--- config.mk ---
export PLATFORM = sky130hd
export DESIGN_NAME = dmem_arbiter
export DESIGN_NICKNAME = d
export VERILOG_FILES = /design/src/rtl/dmem_arbiter_pkg.sv /design/src/rtl/dmem_arbiter_rr.sv /design/src/rtl/dmem_arbiter.sv
export SDC_FILE = /design/constraint.sdc
export NUM_CORES = 1
export LEC_CHECK = 0
export ABC_AREA = 1
export BUFFER_PORTS_ARGS = -buffer_cell sky130_fd_sc_hd__buf_2
export CAP_MARGIN = 10
export CORE_MARGIN = 8
export CORE_UTILIZATION = 42
export CTS_CLUSTER_SIZE = 40
export DETAILED_ROUTE_END_ITERATION = 12
export PLACE_DENSITY_LB_ADDON = 0.12
export SYNTH_ARGS = -nofsm -noshare
export SYNTH_HDL_FRONTEND = slang
export SYNTH_SLANG_ARGS = --single-unit
--- constraint.sdc ---
create_clock -name clk -period 3.47 [get_ports clk]
set_clock_uncertainty 0.05 [all_clocks]
set_input_delay 0.694 -clock clk [delete_from_list [all_inputs] [get_ports clk]]
set_output_delay 0.694 -clock clk [all_outputs]
set_load 0.005 [all_outputs]
--- src/rtl/dmem_arbiter_pkg.sv ---
// dmem_arbiter_pkg: shared widths, port count and arbiter FSM states
package dmem_arbiter_pkg;
  localparam int RISCV_ADDR_WIDTH = 32;
  localparam int RISCV_WORD_WIDTH = 32;
  localparam int DMEM_PORTS = 2;
  typedef enum logic {ARB_IDLE, ARB_BUSY} dmem_arb_state_e;
endpackage

--- src/rtl/dmem_arbiter_rr.sv ---
// rr_arbiter_2: two-way round-robin pick, one-hot grant
module rr_arbiter_2 (
  input  logic [1:0] req,
  input  logic       last_grant,
  output logic [1:0] grant
);
  always_comb grant = &req ? (last_grant ? 2'b01 : 2'b10) : req;
endmodule

--- src/rtl/dmem_arbiter.sv ---
// dmem_arbiter: shares one data-memory port between LSU and debug/DMA with a watchdog
module dmem_arbiter
  import dmem_arbiter_pkg::*;
#(
  parameter int TIMEOUT_CYCLES = 256,
  parameter int CNT_W = $clog2(TIMEOUT_CYCLES + 1)
) (
  input  logic                                              clk,
  input  logic                                              rst,
  input  logic [DMEM_PORTS-1:0]                             req_valid_i,
  input  logic [DMEM_PORTS-1:0][RISCV_ADDR_WIDTH-1:0]       req_addr_i,
  input  logic [DMEM_PORTS-1:0][RISCV_WORD_WIDTH-1:0]       req_wdata_i,
  input  logic [DMEM_PORTS-1:0][RISCV_WORD_WIDTH/8-1:0]     req_we_i,
  output logic [DMEM_PORTS-1:0]                             req_done_o,
  output logic [DMEM_PORTS-1:0]                             req_err_o,
  output logic [RISCV_WORD_WIDTH-1:0]                       req_rdata_o,
  output logic                                              dmem_valid_o,
  input  logic                                              dmem_ready_i,
  output logic [RISCV_ADDR_WIDTH-1:0]                       dmem_addr_o,
  output logic [RISCV_WORD_WIDTH-1:0]                       dmem_wdata_o,
  output logic [RISCV_WORD_WIDTH/8-1:0]                     dmem_we_o,
  input  logic [RISCV_WORD_WIDTH-1:0]                       dmem_rdata_i
);
  dmem_arb_state_e               state;
  logic                          owner, last_grant, busy, fin, tmo;
  logic [1:0]                    grant;
  logic [CNT_W-1:0]              cnt;
  logic [RISCV_ADDR_WIDTH-1:0]   addr_q;
  logic [RISCV_WORD_WIDTH-1:0]   wdata_q;
  logic [RISCV_WORD_WIDTH/8-1:0] we_q;
  rr_arbiter_2 u_rr (.req(req_valid_i), .last_grant(last_grant), .grant(grant));
  // ready on the final watchdog cycle completes normally rather than aborting
  always_comb begin
    busy = state == ARB_BUSY;
    fin = busy & dmem_ready_i;
    tmo = busy & ~dmem_ready_i & (cnt == CNT_W'(TIMEOUT_CYCLES - 1));
    req_done_o = fin ? (owner ? 2'b10 : 2'b01) : 2'b00;
    req_err_o = tmo ? (owner ? 2'b10 : 2'b01) : 2'b00;
    req_rdata_o = fin ? dmem_rdata_i : '0;
    dmem_valid_o = busy;
    dmem_we_o = busy ? we_q : '0;
  end
  assign dmem_addr_o = addr_q;
  assign dmem_wdata_o = wdata_q;
  always_ff @(posedge clk or posedge rst) begin
    if (rst) begin
      state <= ARB_IDLE;
      owner <= 1'b0;
      last_grant <= 1'b1;
      cnt <= '0;
      addr_q <= '0;
      wdata_q <= '0;
      we_q <= '0;
    end else if (!busy) begin
      if (|req_valid_i) begin
        state <= ARB_BUSY;
        owner <= grant[1];
        last_grant <= grant[1];
        cnt <= '0;
        addr_q <= req_addr_i[grant[1]];
        wdata_q <= req_wdata_i[grant[1]];
        we_q <= req_we_i[grant[1]];
      end
    end else if (fin || tmo) begin
      state <= ARB_IDLE;
    end else begin
      cnt <= cnt + CNT_W'(1);
    end
  end
endmodule

# Yosys cells after proc, flatten, opt, wreduce, memory -nomap -nowiden
# Index checks and enable logic that the tools add are counted.
word_totals:
  register_bits: 80
  word_cells: 41
op_classes:
  add_sub_neg: 1
  order_cmp: 1
  eq_ne: 2
  mux: 19
  bitwise: 5
  n_reduce_logical: 6
ops:
  columns: ["cell", "count"]
  rows:
  - ["32-bit two-way mux", 5]
  - ["9-bit two-way mux", 3]
  - ["4-bit two-way mux", 3]
  - ["2-bit two-way mux", 5]
  - ["9-bit by 1-bit adder with 9-bit output (second input constant)", 1]
  - ["9-bit by 8-bit equality test with 1-bit output (second input constant)", 1]
  - ["2-bit AND reduction", 3]
  - ["1-bit bitwise AND", 3]
  - ["1-bit two-way mux", 3]
  - ["1-bit by 2-bit < comparator with 1-bit output (second input constant)", 1]
  - ["2-bit != test (second input constant)", 1]
  - ["1-bit inverter", 2]
  - ["2-bit nonzero test", 1]
  - ["2-bit OR reduction", 1]
  - ["1-bit logical OR", 1]

# Longest topological paths before layout
# Gate-level depths: netlist of the first run.
logic_depth:
  ltp_word: 6
  depth_mapped: 11
  depth_no_buf: 11

# By module
# From an unflattened synthesis of the first run, not the netlist that was laid out.
hier_totals:
  hier_cells: 599
  area_unflattened_um2: 4311.6
modules_own_cells:
  columns: ["mod", "instances", "cells_each", "area_each_um2", "seq_area_each_um2"]
  rows:
  - ["dmem_arbiter", 1, 594, 4290.4, 2003.2]
  - ["rr_arbiter_2", 1, 5, 21.3, 0.0]

# Least setup slack after synthesis of the first run
# No wires, ideal clock.
synth_path:
  kind: "flip-flop to output port"
  start: "register cnt[0]"
  end: "output port req_err_o[0]"
  arrival_time_ps: 1246
  path_slack_ps: 1480
  path_stages_with_launch: 8
  n_path_buf: 0
  cell_sequence: "dfrtp_1 -> ha_1 -> nand2_1 -> nor2_1 -> and3_1 -> ha_1 -> nand3_1 -> nor2_1"
synth_between:
  elab_chain_len: 3
synth_rtl:
  columns: ["element", "line", "rtl"]
  rows:
  - ["start, declared", "dmem_arbiter.sv:27", "logic [CNT_W-1:0] cnt;"]
  - ["start signal, assigned", "dmem_arbiter.sv:67", "cnt <= cnt + CNT_W'(1);"]
  - ["9-bit by 8-bit equality test with 1-bit output", "dmem_arbiter.sv:36", "tmo = busy & ~dmem_ready_i & (cnt == CNT_W'(TIMEOUT_CYCLES - 1));"]
  - ["1-bit bitwise AND", "dmem_arbiter.sv:36", null]
  - ["2-bit two-way mux", "dmem_arbiter.sv:38", "req_err_o = tmo ? (owner ? 2'b10 : 2'b01) : 2'b00;"]
  - ["end, declared", "dmem_arbiter.sv:15", "output logic [DMEM_PORTS-1:0] req_err_o,"]
# No other way between the ends.

# Worst setup path after layout of the first run
layout_path:
  start: "register state (netlist: dmem_valid_o)"
  end: "output port req_rdata_o[8]"
layout_between:
  elab_chain_len: 2
layout_rtl:
  columns: ["element", "line", "rtl"]
  rows:
  - ["start, declared", "dmem_arbiter.sv:24", "dmem_arb_state_e state;"]
  - ["start signal, assigned", "dmem_arbiter.sv:47", "state <= ARB_IDLE;"]
  - ["start signal, assigned", "dmem_arbiter.sv:56", "state <= ARB_BUSY;"]
  - ["start signal, assigned", "dmem_arbiter.sv:65", "state <= ARB_IDLE;"]
  - ["1-bit bitwise AND", "dmem_arbiter.sv:35", "fin = busy & dmem_ready_i;"]
  - ["32-bit two-way mux", "dmem_arbiter.sv:39", "req_rdata_o = fin ? dmem_rdata_i : '0;"]
  - ["end, declared", "dmem_arbiter.sv:16", "output logic [RISCV_WORD_WIDTH-1:0] req_rdata_o,"]
# No other way between the ends.

==> flow_summary.json, run 1 <==
{
  "outcome": "finished, final reports clean",
  "async_flop_share_pct": 100,
  "routed.top_layer": "met4",
  "hp-class": "flip-flop to flip-flop",
  "antenna_found_initial": 1,
  "hold_buffers": 0,
  "power_density_nw_per_um2": 623,
  "maxSlewHeadroom_pct": 31.7,
  "synthFlopType": "dfrtp_1",
  "drv_slew": 0,
  "area_growth_pct": 39.9,
  "grt_max_degree": 78,
  "syn_area_um2": 3970,
  "grt_remaining_overflow": 0,
  "syn_nets": 701,
  "netlist_instances": 526,
  "synth_edf_count": 0,
  "antenna_left": 0,
  "core_area_um2": 9200,
  "clock_latency_ns": 0.35,
  "fin_nets": 960,
  "dp_cells": 885,
  "drc": 0,
  "setup_viol": 0,
  "gp_congestion": 0.981,
  "clock_tree.buffer_depth": 2,
  "synth-seq-cells": 80,
  "ys_types": 21,
  "start_util_pct": 43.2,
  "critPathCaptureType": "output port",
  "grt_usage_pct": 22.6,
  "yosysWarnings": 0,
  "clkTransAtPathRegs_ns": 0.08,
  "crit_arrival_ns": 2.02,
  "wl_met2_mm": 7.26,
  "required_ns": 2.73,
  "post_cts_buffers": 0,
  "crit_buf_inv": 1,
  "hold_viol": 0,
  "rsz0062_at_grt": "no",
  "dieArea_um2": 12800,
  "drt-met1-wl_mm": 5.77,
  "nFillCells": 856,
  "vias_per_cell": 4.89,
  "post-route-util_pct": 60.4,
  "synth.avg_cell_area_um2": 7.55,
  "finalSetupTns_ns": 0,
  "cts_sinks": 80,
  "synth_seq_area_share_pct": 50.4,
  "firstDrtPassIters": 4,
  "pin_count": 278,
  "leakagePower_uw": 0.00316,
  "instances_no_fill": 902,
  "wl_met3_mm": 1.30,
  "hpwlAfterDp_mm": 11.2,
  "wl_per_cell_um": 16.4,
  "tritoncts": "yes",
  "synth_top_area_cell": "dfrtp_1",
  "start_kind": "flip-flop",
  "cap_violations": 0,
  "die_h_um": 113,
  "grt_pass1_vias": 4592,
  "critPathMaxStageDelay_ns": 0.65,
  "rows": 35,
  "cts-htree-levels": 3,
  "synth_common_cells": "nor2_1, nand2_1, dfrtp_1",
  "worst_path_max_delay_cell": "nand2_1",
  "root_buffer": "clkbuf_8",
  "path_cells": "nand2_1 -> nor2_1 -> buf_2",
  "grt_pass1_wl_mm": 23.1,
  "fin_crit_sh_pct": 79.7,
  "synth.most_common_cell": "nor2_1",
  "fmax_mhz": 362,
  "drt-initial-drc-count": 257,
  "die_x_um": 113,
  "worst_pin_slew_ns": 1.02,
  "routed_wl_mm": 14.8,
  "path_max_fanout": 34,
  "ir_drop_uv": 275,
  "crit_type": "flip-flop to output port",
  "critPathTopFamily": "simple AND/OR/NAND/NOR gates",
  "post_cts_resized": 0,
  "cts_buffers": 9,
  "synth_top_area_share_pct": 49.8,
  "port_buffers": 277,
  "synth.top_cells.by_area": "dfrtp_1, nor2_1, o21ai_1",
  "num_vias": 4411,
  "final_layout_size_suffix_gt1_share_pct": 38.7,
  "period_needed_ns": 2.77
}
[worst paths after layout]
| path | start | endpoint | slack, ns | depth (start not counted) |
|---|---|---|---|---|
| setup / recovery | dmem_valid_o$_DFF_PP0_ | req_rdata_o[8] | 0.70 | 3 |
| hold / removal | last_grant$_DFFE_PP1P_ | last_grant$_DFFE_PP1P_ | 0.43 | 2 |
| setup reg to reg | dmem_valid_o$_DFF_PP0_ | cnt[7]$_DFFE_PP0P_ | 1.36 | 7 |
| hold reg to reg | last_grant$_DFFE_PP1P_ | last_grant$_DFFE_PP1P_ | 0.43 | 2 |
| max in group asynchronous | rst | dmem_wdata_o[1]$_DFFE_PP0P_ | 2.10 | 3 |
| min in group asynchronous | rst | dmem_addr_o[28]$_DFFE_PP0P_ | 0.45 | 2 |
[through the flow]
stage / power (uW) / hold slack (ns) / setup WS (ns) / area [um^2]
4_1_cts: 3510 / 0.436 / 0.690 / 5560
6_report: 3470 / 0.429 / 0.705 / 5560
2_1_floorplan: 2130 / 0.397 / 0.676 / 3970
3_5_place_dp: 2800 / 0.422 / 0.935 / 5350
5_1_grt: 3750 / 0.458 / 0.515 / 5560
3_3_place_gp: 2770 / 0.413 / 1.05 / 5350
[sequential cells by signal, indices dropped and copies added (netlist names)]
register,cells
dmem_addr_o,32
dmem_wdata_o,32
cnt,9
we_q,4
dmem_valid_o,1
last_grant,1
owner,1
[cell usage in the layout (no fill, tap or decap), drive strengths merged]
cell type,n
buf,281
o21ai,140
nor2,115
nand2,89
dfrtp,79
inv,47
clkbuf,10
nand3,10
a21oi,5
clkinv,5
nor3,2
ha,2
diode,1
and3,1
o22ai,1
clkinvlp,1
bufinv,1
dfstp,1
[final cells by class]
type,instances,area [um^2],share of cell area (%)
Sequential cell,80,2000,36.0
Multi-Input combinational cell,365,1610,29.0
Timing Repair Buffer,281,1420,25.5
Inverter,48,181,3.26
Tap cell,111,139,2.50
Clock buffer,10,138,2.48
Clock inverter,6,68.8,1.24
Antenna cell,1,2.50,0.0450
[routing by layer]
layer | vias up | GRT usage, %
met5 | - | 0
met4 | 0 | 10.1
met3 | 29 | 8.15
met2 | 206 | 38.2
met1 | 1985 | 25.1
li1 | 2191 | -
[tightest hold or removal path, stage by stage, from the launching register on]
cell and delay (ns):
dfstp_2 0.38, nand2_1 0.06, nand2_1 0.05
[where the power goes]
part,switching [uW],internal [uW]
combinational,727,541
clock,354,354
sequential,207,1280
[logic make-up (layout without fill, tap and decap cells)]
logic type	after synthesis	count (layout)	share of synthesized area (%)
adder cells (fa/ha/maj)	2	2	0.630
AND/OR/NAND/NOR	217	217	21.2
AO/OA/AOI/OAI	146	146	18.7
buffers and inverters	81	345	9.04
flip-flops	80	80	50.4
other	0	1	0
No activity file was read; power rests on OpenSTA's default activity.
==> run 2, diff against run 1 <==
- clock period: 3.47 -> 2.8 ns (I/O delays scaled with it)
==> flow_summary.json, run 2 (synthesis results as in run 1) <==
{
  "outcome": "finished, final reports clean",
  "setup_viol": 0,
  "start_util_pct": 43.2,
  "crit_buf_inv": 1,
  "grt_pass1_vias": 4624,
  "fin_crit_sh_pct": 89.8,
  "final_cell_mix": "buf_2, nor2_1, nand2_1",
  "finalSetupTns_ns": 0,
  "critPathLaunch": "cnt[0]$_DFFE_PP0P_",
  "crit_type": "flip-flop to output port",
  "maxSlewHeadroom_pct": 50.1,
  "drv_slew": 0,
  "drt-initial-drc-count": 250,
  "start_kind": "flip-flop",
  "critPathTopFamily": "simple AND/OR/NAND/NOR gates",
  "clkTransAtPathRegs_ns": 0.08,
  "r2r_cells": 11,
  "grt_usage_pct": 22.9,
  "hpwlAfterDp_mm": 11.6,
  "firstDrtPassIters": 6,
  "die_x_um": 113,
  "dieArea_um2": 12800,
  "clock_latency_ns": 0.36,
  "final_layout_size_suffix_gt1_share_pct": 39.0,
  "crit_arrival_ns": 1.90,
  "cts_buffers": 9,
  "cap_violations": 0,
  "hp-class": "input pin to asynchronous set/reset pin",
  "period_needed_ns": 2.51,
  "regToRegSetupSlack_ns": 0.79,
  "critPathCaptureType": "output port",
  "grt_remaining_overflow": 0,
  "worst_pin_slew_ns": 0.748,
  "routed_wl_mm": 15.0,
  "wl_per_cell_um": 16.4,
  "num_vias": 4504,
  "rows": 35,
  "clock_tree.buffer_depth": 2,
  "hold_buffers": 0,
  "post-route-util_pct": 61.0,
  "vias_per_cell": 4.95,
  "cts-htree-levels": 3,
  "antenna_found_initial": 3,
  "required_ns": 2.19,
  "pin_count": 278,
  "crit_path_end": "req_err_o[0]",
  "ir_drop_uv": 343,
  "port_buffers": 277,
  "path_max_fanout": 4,
  "post_cts_buffers": 0,
  "gp_congestion": 0.997,
  "cts_sinks": 80,
  "power_density_nw_per_um2": 766,
  "root_buffer": "clkbuf_8",
  "r2r-end": "cnt[6]$_DFFE_PP0P_",
  "crit_cells": 8,
  "worst_path_max_delay_cell": "dfrtp_1",
  "fin_nets": 965,
  "critPathMaxStageDelay_ns": 0.41,
  "leakagePower_uw": 0.00318,
  "grt_max_degree": 69,
  "fmax_mhz": 398,
  "hold_viol": 0,
  "tritoncts": "yes",
  "rsz0062_at_grt": "no",
  "antenna_left": 0,
  "drc": 0,
  "mostFrequentLayoutCell": "buf_2",
  "core_area_um2": 9200,
  "area_growth_pct": 41.2,
  "post_cts_resized": 0,
  "die_h_um": 113,
  "worstReg2RegStart": "cnt[0]$_DFFE_PP0P_",
  "path_cells": "ha_1 -> nand2_1 -> nor2_1 -> and3_1 -> ha_1 -> nand3_1 -> nor2_1 -> buf_2",
  "grt_pass1_wl_mm": 23.4
}
==> run 2: cell count changes in the layout (fill, tap and decap cells not counted), sizes merged <==
cell,before,now
buf,281,286
clkinv,5,4
clkinvlp,1,2
diode,1,3
==> run 2: through the flow <==
| stage | cells | setup WS [ns] | total power, uW | hold slack [ns] | cell area [um^2] |
|---|---|---|---|---|---|
| CTS | 906 | 0.268 | 4350 | 0.245 | 5600 |
| floorplan | 526 | 0.140 | 2640 | 0.397 | 3970 |
| global placement | 890 | 0.779 | 3450 | 0.414 | 5410 |
| global route | 909 | 0.0554 | 4630 | 0.278 | 5610 |
| finish | 909 | 0.286 | 4290 | 0.223 | 5610 |
| detailed placement | 890 | 0.698 | 3500 | 0.422 | 5410 |
==> run 2: cell type report <==
cell class	count	area [um^2]
diodes	3	7.51
repair buffers	286	1480
clock inverters	6	60.1
multi-input cells	365	1610
well taps	111	139
clock buffers	10	128
inverters	48	181
flip-flops and latches	80	2000
fillers	903	3590
==> run 2: how the worst min path moves through the flow <==
stage	from	to	slack [ns]	cells after the start
after CTS	rst	dmem_wdata_o[24]$_DFFE_PP0P_	0.24	2
final	rst	dmem_wdata_o[24]$_DFFE_PP0P_	0.22	2
after detailed placement	dmem_addr_o[30]$_DFFE_PP0P_	dmem_addr_o[30]$_DFFE_PP0P_	0.42	2
after floorplan	last_grant$_DFFE_PP1P_	last_grant$_DFFE_PP1P_	0.40	2
after global placement	dmem_addr_o[28]$_DFFE_PP0P_	dmem_addr_o[28]$_DFFE_PP0P_	0.41	2
after global routing	rst	dmem_wdata_o[24]$_DFFE_PP0P_	0.28	2
==> run 2: worst reg2reg max path: cells and delay by family (launching register included) <==
family / cells / cell delay, ns
buffers and inverters: 1 / 0.07
AND/OR/NAND/NOR: 8 / 0.95
flip-flops: 1 / 0.43
adder cells (fa/ha/maj): 2 / 0.42
==> run 2: routing by layer <==
layer / share of wire, % / global-route usage [%] / wire [um]
met1: 38 / 24.6 / 5710
met2: 50 / 39.3 / 7410
met3: 9.1 / 8.73 / 1360
met4: 3.2 / 10.1 / 479
met5: 0 / 0 / 0
==> run 2: power by group <==
part	switching [uW]	internal [uW]	leakage [uW]	total [uW]
Clock	430	407	0.0000921	838
Sequential	231	1590	0.000981	1820
Combinational	939	696	0.00211	1640
Total	1600	2690	0.00318	4290
==> run 3, diff against run 2 <==
- clock period: 2.8 -> 2.5 ns (I/O delays scaled with it)
==> flow_summary.json, run 3 (synthesis results as in run 1) <==
{
  "grt_pass1_vias": 4574,
  "area_growth_pct": 42.2,
  "crit_type": "flip-flop to output port",
  "r2r_cells": 7,
  "cap_violations": 0,
  "cts_buffers": 9,
  "maxSlewHeadroom_pct": 35.0,
  "hold_buffers": 0,
  "p_switching_uw": 1760,
  "clkTransAtPathRegs_ns": 0.08,
  "port_buffers": 277,
  "rsz0062_at_grt": "no",
  "firstDrtPassIters": 4,
  "regToRegSetupSlack_ns": 0.56,
  "final_cell_mix": "buf_2, nor2_1, nand2_1",
  "clock_tree.buffer_depth": 2,
  "grt_pass1_wl_mm": 22.8,
  "num_vias": 4433,
  "tritoncts": "yes",
  "drc": 0,
  "fin_crit_sh_pct": 91.8,
  "internal_power_uw": 3200,
  "antenna_left": 0,
  "cts_sinks": 80,
  "dieArea_um2": 12800,
  "antenna_found_initial": 4,
  "vias_per_cell": 4.87,
  "routed_wl_mm": 14.7,
  "crit_arrival_ns": 1.75,
  "critPathCaptureType": "output port",
  "die_h_um": 113,
  "hpwlAfterDp_mm": 11.3,
  "hold_viol": 0,
  "die_x_um": 113,
  "setup_viol": 0,
  "power_density_nw_per_um2": 877,
  "nFillCells": 888,
  "pwr-share-clk_pct": 22.2,
  "fin_nets": 965,
  "drt-initial-drc-count": 224,
  "ir_drop_uv": 422,
  "required_ns": 1.95,
  "start_util_pct": 43.2,
  "period_needed_ns": 2.30,
  "mostFrequentLayoutCell": "buf_2",
  "grt_remaining_overflow": 0,
  "wl_per_cell_um": 16.1,
  "whs_ns": 0.154,
  "r2r-end": "cnt[7]$_DFFE_PP0P_",
  "switching_share_pct": 35.5,
  "path_max_fanout": 4,
  "fmax_mhz": 436,
  "root_buffer": "clkbuf_8",
  "power_frac_seq_pct": 41.7,
  "cts-htree-levels": 3,
  "grt_max_degree": 78,
  "clock_latency_ns": 0.33,
  "final_layout_size_suffix_gt1_share_pct": 39.0,
  "hp-class": "input pin to asynchronous set/reset pin",
  "rows": 35,
  "grt_usage_pct": 22.2,
  "drv_slew": 0,
  "worst_pin_slew_ns": 0.973,
  "outcome": "finished, final reports clean",
  "finalSetupTns_ns": 0,
  "start_kind": "flip-flop",
  "gp_congestion": 0.873,
  "core_area_um2": 9200,
  "pin_count": 278,
  "leakagePower_uw": 0.00320,
  "power_frac_comb_pct": 36.1,
  "worstReg2RegStart": "dmem_valid_o$_DFF_PP0_"
}
[run 3: how the worst max path moves through the flow]
stage / to / cells past startpoint / startpoint
after floorplan: req_err_o[0] / 7 / cnt[0]$_DFFE_PP0P_
after global placement: cnt[7]$_DFFE_PP0P_ / 7 / req_valid_i[1]
after detailed placement: cnt[7]$_DFFE_PP0P_ / 7 / req_valid_i[1]
after CTS: req_err_o[0] / 8 / cnt[0]$_DFFE_PP0P_
after global routing: req_err_o[0] / 8 / cnt[0]$_DFFE_PP0P_
final: req_err_o[0] / 8 / cnt[0]$_DFFE_PP0P_
[run 3: what timing repair did]
action                     in CTS  in global routing
setup buffers                   0                  1
resized for setup               0                  1
setup endpoints to repair       0                  2
[run 3: metrics by stage]
step | power [uW] | worst slack [ns] | util (%) | instance area (um^2) | std cells
CTS | 5020 | 0.0928 | 61.2 | 5630 | 905
detailed placement | 3900 | 0.361 | 58.7 | 5400 | 889
floorplan | 2960 | 0.704 | - | 3980 | 526
finish | 4950 | 0.205 | 61.4 | 5650 | 911
global placement | 3850 | 0.372 | 58.7 | 5400 | 889
global route | 5350 | 0.00371 | 61.4 | 5650 | 910
[run 3: cell type report]
class,instances,area [um^2],area share [%]
antenna,5,12.5,0.221
timing repair buffer,286,1470,26.0
inverter,48,184,3.26
clock inverter,2,60.1,1.06
sequential,80,2000,35.5
tap,111,139,2.46
clock buffer,14,173,3.06
multi-input combinational,365,1610,28.5
[run 3: layer usage]
metal  routed length (um)  part of all wire [%]  track usage (%)  up-vias
li1                     -                     -                -     2209
met1                 5720                    39             24.1     1975
met2                 7300                    50             38.1      221
met3                 1310                   8.9             8.04       28
met4                  369                   2.5             10.0        0
met5                    0                     0                0        -
[run 3: worst max-delay path, cell delays in order, from the launching register on]
cell	delay [ns]
dfrtp_1	0.39
ha_1	0.18
nand2_1	0.09
nor2_2	0.11
and3_1	0.16
ha_1	0.16
nand3_1	0.10
nor2_1	0.10
buf_2	0.12
[run 3: power by group through the flow]
stage	Clock, uW	Sequential, uW	Combinational [uW]
after floorplan	0	2090	874
after global placement	0	2070	1790
after detailed placement	0	2070	1830
after CTS	1130	2070	1830
after global routing	1190	2130	2020
final	1100	2070	1790
